## src/rtl/bhg_burst_drain_pkg.sv

```systemverilog
// Shared state type and sizing helper for the FIFO burst drain.
package bhg_burst_drain_pkg;

  typedef enum logic {COLLECT, ISSUE} state_t;

  function automatic int IDX_BITS(input int burst_words);
    return $clog2(burst_words);
  endfunction

endpackage

```

## src/rtl/bhg_burst_flush_timer.sv

```systemverilog
// Idle-cycle counter that times out a partially collected burst.
// Only instantiated when BHG_BURST_DRAIN_FLUSH_EN is defined.
module bhg_burst_flush_timer #(
  parameter int flush_cycles = 16
) (
  input  logic clk,
  input  logic reset,
  input  logic clear,
  input  logic enable,
  output logic done
);

  localparam int CW = $clog2(flush_cycles + 1);
  localparam logic [CW-1:0] LAST = CW'(flush_cycles - 1);

  logic [CW-1:0] count;

  always_ff @(posedge clk) begin
    if (reset || clear) begin
      count <= '0;
    end else if (enable && count != LAST) begin
      count <= count + 1'b1;
    end
  end

  // Fires on the idle edge that brings the count up to flush_cycles.
  assign done = enable && !clear && (count == LAST);

endmodule

```

## src/rtl/bhg_fifo_burst_drain.sv

```systemverilog
// Pops FWFT FIFO words, packs burst_words of them into one DDR3 write command.
// Define BHG_BURST_DRAIN_FLUSH_EN to flush partial bursts after flush_cycles idle cycles.
module bhg_fifo_burst_drain
  import bhg_burst_drain_pkg::*;
#(
  parameter int bits         = 8,
  parameter int burst_words  = 4,
  parameter int addr_bits    = 24,
  parameter int flush_cycles = 16
) (
  input  logic                        clk,
  input  logic                        reset,
  input  logic                        fifo_data_ready,
  output logic                        fifo_shift_out,
  input  logic [bits-1:0]             fifo_data,
  input  logic                        cmd_busy,
  output logic                        cmd_ena,
  output logic [addr_bits-1:0]        cmd_addr,
  output logic [bits*burst_words-1:0] cmd_wdata,
  output logic [burst_words-1:0]      cmd_wmask
);

  localparam int IW = IDX_BITS(burst_words);

  if (burst_words < 2 || burst_words > 32 || (burst_words & (burst_words - 1)) != 0) begin : g_bad_burst_words
    $error("burst_words must be a power of two in 2..32");
  end
  if (flush_cycles < 1) begin : g_bad_flush_cycles
    $error("flush_cycles must be at least 1");
  end

  state_t        state;
  logic [IW-1:0] idx;
  logic          pop;
  logic          flush;

  assign pop            = (state == COLLECT) && fifo_data_ready && !reset;
  assign fifo_shift_out = pop;

`ifdef BHG_BURST_DRAIN_FLUSH_EN
  bhg_burst_flush_timer #(
    .flush_cycles(flush_cycles)
  ) u_flush_timer (
    .clk   (clk),
    .reset (reset),
    .clear ((state != COLLECT) || pop),
    .enable((state == COLLECT) && (idx != '0)),
    .done  (flush)
  );
`else
  assign flush = 1'b0;
`endif

  // Slot idx fills on each pop; the last slot or an idle timeout moves to ISSUE.
  always_ff @(posedge clk) begin
    if (reset) begin
      state     <= COLLECT;
      idx       <= '0;
      cmd_ena   <= 1'b0;
      cmd_addr  <= '0;
      cmd_wdata <= '0;
      cmd_wmask <= '0;
    end else begin
      case (state)
        COLLECT: begin
          if (pop) begin
            for (int i = 0; i < burst_words; i++) begin
              if (idx == IW'(i)) begin
                cmd_wdata[i*bits +: bits] <= fifo_data;
                cmd_wmask[i]              <= 1'b1;
              end
            end
            idx <= idx + 1'b1;
            if (idx == IW'(burst_words - 1)) begin
              state   <= ISSUE;
              cmd_ena <= 1'b1;
            end
          end else if (flush) begin
            state   <= ISSUE;
            cmd_ena <= 1'b1;
          end
        end
        ISSUE: begin
          if (!cmd_busy) begin
            state     <= COLLECT;
            cmd_ena   <= 1'b0;
            cmd_wmask <= '0;
            idx       <= '0;
            cmd_addr  <= cmd_addr + addr_bits'(burst_words);
          end
        end
        default: state <= COLLECT;
      endcase
    end
  end

endmodule

```

## config.mk

```make
export PLATFORM = sky130hd
export DESIGN_NAME = bhg_fifo_burst_drain
export DESIGN_NICKNAME = d
export VERILOG_FILES = /design/src/rtl/bhg_burst_drain_pkg.sv /design/src/rtl/bhg_burst_flush_timer.sv /design/src/rtl/bhg_fifo_burst_drain.sv
export SDC_FILE = /design/constraint.sdc
export NUM_CORES = 1
export LEC_CHECK = 0
export ABC_CLOCK_PERIOD_IN_PS = 1770
export BUFFER_PORTS_ARGS = -buffer_cell sky130_fd_sc_hd__buf_2
export CAP_MARGIN = 20
export CELL_PAD_IN_SITES_DETAIL_PLACEMENT = 1
export CELL_PAD_IN_SITES_GLOBAL_PLACEMENT = 1
export CORE_MARGIN = 1.5
export CORE_UTILIZATION = 33
export DETAILED_ROUTE_END_ITERATION = 12
export PLACE_DENSITY_LB_ADDON = 0.1
export SLEW_MARGIN = 10
export SYNTH_ARGS = -nofsm -noshare
export SYNTH_HDL_FRONTEND = slang
export SYNTH_SLANG_ARGS = --single-unit
```

## constraint.sdc

```tcl
create_clock -name clk -period 1.77 [get_ports clk]
set_input_delay 0.177 -clock clk [delete_from_list [all_inputs] [get_ports clk]]
set_output_delay 0.177 -clock clk [all_outputs]
set_load 0.02 [all_outputs]
```

==> impl_metrics.yaml <==
power:
  p_comb_frac: 0.058
  p_int_mw: 2.180
  share_seq_of_total_power: 0.481
  peakVddDrop_mv: 0.4357
  total_power_mw: 2.906
  p_per_area_mw_per_mm2: 888.0
  power_frac_clock: 0.461
  switching_power_uw: 726.1
  power_leakage_nw: 1.412
  switching_share: 0.2498
layout:
  final_layout_size_suffix_gt1_frac: 0.3187
  finalNetCount: 398
  fillCellCount: 895
  areaGrowthSynthToFinish_pct: 32.46
  antenna_cells: 0
die:
  fp.dieH_um: 89.54
  initial_util: 0.3407
  total_die_area_mm2: 0.008017
  placementRows: 31
  io-pin-count: 74
  core-area_mm2: 0.007253
  die_w_um: 89.54
clocking:
  clock_tree.htree_level_count: 3
  clk-insertion-delay-late_ns: 0.34
  tritoncts: "done"
  cts_buffer_depth: 2
  clk_pin_slew_worst_paths_ns: 0.08
  cts_buffers: 9
  postCtsHoldBufs: 0
  post-cts-setup-buffers: 0
  clockRootBuffer: "clkbuf_8"
  cts_num_sinks: 61
grt:
  antenna_found_initial: 0
  grt_pass1_vias: 2157
  grt_use_total: 0.1803
  grt_start_max_net_pins: 67
  grt_pass1_wl_um: 10700
  overflow: 0
yosys:
  synth_most_common_cell: "nand2_1"
  seq_cells_post_synth: 61
  netlist_top_cells_count: "nand2_1, dfxtp_1, a21oi_1"
  synth_area_leaders: "dfxtp_1, nand2_1, a21oi_1"
  synthesis.instances: 302
  part_of_the_yosys_area_used_for_sequential_elements: 0.4942
  synth_area_per_cell_um2: 8.183
  yosysTopAreaCell: "dfxtp_1"
  postSynth.asyncResetShare: 0
  syn-cell-area_mm2: 0.002471
  edff_count_synth: 0
  synth_warnings: 0
  synth_ff_type: "dfxtp_1"
  netlist-cell-type-count: 34
  netlist.area_leader.share: 0.4942
placement:
  buffer_ports.inserted: 71
  place.gp.congestion: 0.7486
  place_hpwl_um: 4733
setup_path:
  crit_arrival_ns: 1.96
  start_kind: "flip-flop"
  path_class: "reg2reg"
  worst-endpoint-required_ns: 2.05
  worst-r2r-setup-slack_ns: 0.09
  crit_path_top_delay_cell: "or4_4"
  cp_cell_sequence: "ha_4 -> nand3b_4 -> or4_4 -> or3_1 -> a21oi_1"
  worst_setup_path_end_kind: "flip-flop"
  cp_num_buf_inv: 0
  cp_slowest_stage_delay_ns: 0.52
  worst-path-max-fanout: 5
  critical_path.top_delay_family: "simple AND/OR/NAND/NOR gates"
timing:
  final_period_minus_worst_setup_slack_ns: 1.684
  fin_worst_skew_ns: 0.008844
  fin_hold_ws_ns: 0.1076
  fin_crit_sh: 0.9515
  slew_violations: 0
  rsz_0062_raised_after_global_routing: "no"
  setup_violations: 0
  timing.max_slew.rel_slack: 0.6612
  fmaxAchievable_mhz: 593.8
  worst-slew-pin-transition_ns: 0.5035
  hold_viol_final: 0
drt:
  drc: 0
  drt-initial-drc-count: 46
  drt.antenna.violating_nets: 0
  finalWirelength_um: 6754
  post_drt_via_cell_ratio: 4.759
  detail_route.first_pass.iterations: 4
  wire_per_inst_um: 13.93
  route.vias.total: 2308
job:
  max_cap_violations: 0
outcome:
  run_status: "completed"
worst_hold_path:
  worst_hold_path_type: "in2reg"
[cell families after synthesis]
group	after synthesis	synth area share
compound gates	54	0.1094
xor+xnor	10	0.03544
fa+ha+maj	5	0.02532
buf+inv	24	0.04810
flops	61	0.4942
mux	3	0.01316
other cells	1	0.001518
simple gates	144	0.2729
[sequential cells by signal, indices dropped and copies added, names as in the netlist]
| name | count |
|---|---|
| state | 1 |
| cmd_wmask | 4 |
| cmd_wdata | 32 |
| idx | 2 |
| cmd_addr | 22 |
[metrics by stage]
stage	instances	utilization	setup slack [ns]	TNS, ns	cell area [um^2]
after floorplan	303	-	0.02846	0	2527
after CTS	484	0.4471	0.07394	0	3243
after detailed placement	468	0.4161	-0.01516	-0.03160	3018
final	485	0.4513	0.08590	0	3273
after global routing	485	0.4513	0.01560	0	3273
after global placement	468	0.4161	0.01373	0	3018
[worst min-delay path, stage by stage]
cell     delay, ns
buf_2         0.12
nand2_1       0.06
a21oi_1       0.05
[final cells by class]
type / instances / area (um^2) / share of cell area
inverters: 5 / 18.77 / 0.005734
clock inverters: 6 / 68.82 / 0.02102
multi-input cells: 219 / 1189 / 0.3631
clock buffers: 10 / 148.9 / 0.04549
flip-flops and latches: 61 / 1251 / 0.3823
well taps: 99 / 123.9 / 0.03784
repair buffers: 85 / 473.0 / 0.1445
[power by group through the flow]
stage	Sequential [mW]	Combinational, mW	Clock (mW)
after floorplan	1.45	0.0830	0
after global placement	1.43	0.172	0
after detailed placement	1.43	0.172	0
after CTS	1.40	0.173	1.39
after global routing	1.40	0.188	1.45
final	1.40	0.169	1.34
[path summary, 6_finish.rpt]
| path | startpoint | cells past startpoint | end |
|---|---|---|---|
| worst min register to register | cmd_wdata[17] | 2 | cmd_wdata[17] |
| worst min-delay path | cmd_busy | 3 | state |
| worst max-delay path | cmd_addr[3] | 5 | cmd_addr[22] |
| worst max register to register | cmd_addr[3] | 5 | cmd_addr[22] |
[repair_timing]
| action | CTS | global route |
|---|---|---|
| setup endpoints to repair | 3 | 1 |
| pin swaps | 0 | 2 |
| gates cloned | 0 | 1 |
| resized for setup | 2 | 3 |
[cell usage in the layout, fill, tap and decap left out, drive strengths merged]
cell,count
nand2,86
buf,85
dfxtp,61
a21oi,44
nor2,14
o21ai,10
clkbuf,10
nand3,6
xnor2,6
inv,6
or4,6
nor2b,5
or3,5
ha,5
xor2,4
and2,4
nor3,4
nand4,3
nand3b,3
clkinv,3
nand4b,2
nor4,2
conb,2
and4,2
mux2,2
nor3b,1
and4b,1
nand2b,1
mux2i,1
clkinvlp,1
bufinv,1
[layer usage]
metal | GRT usage | routed length (um) | share of wire
met1 | 0.2321 | 3145 | 0.47
met2 | 0.2850 | 3182 | 0.47
met3 | 0.03786 | 297 | 0.044
met4 | 0.09231 | 128 | 0.019
met5 | 0 | 0 | 0
(Power assumes the default switching activity.)
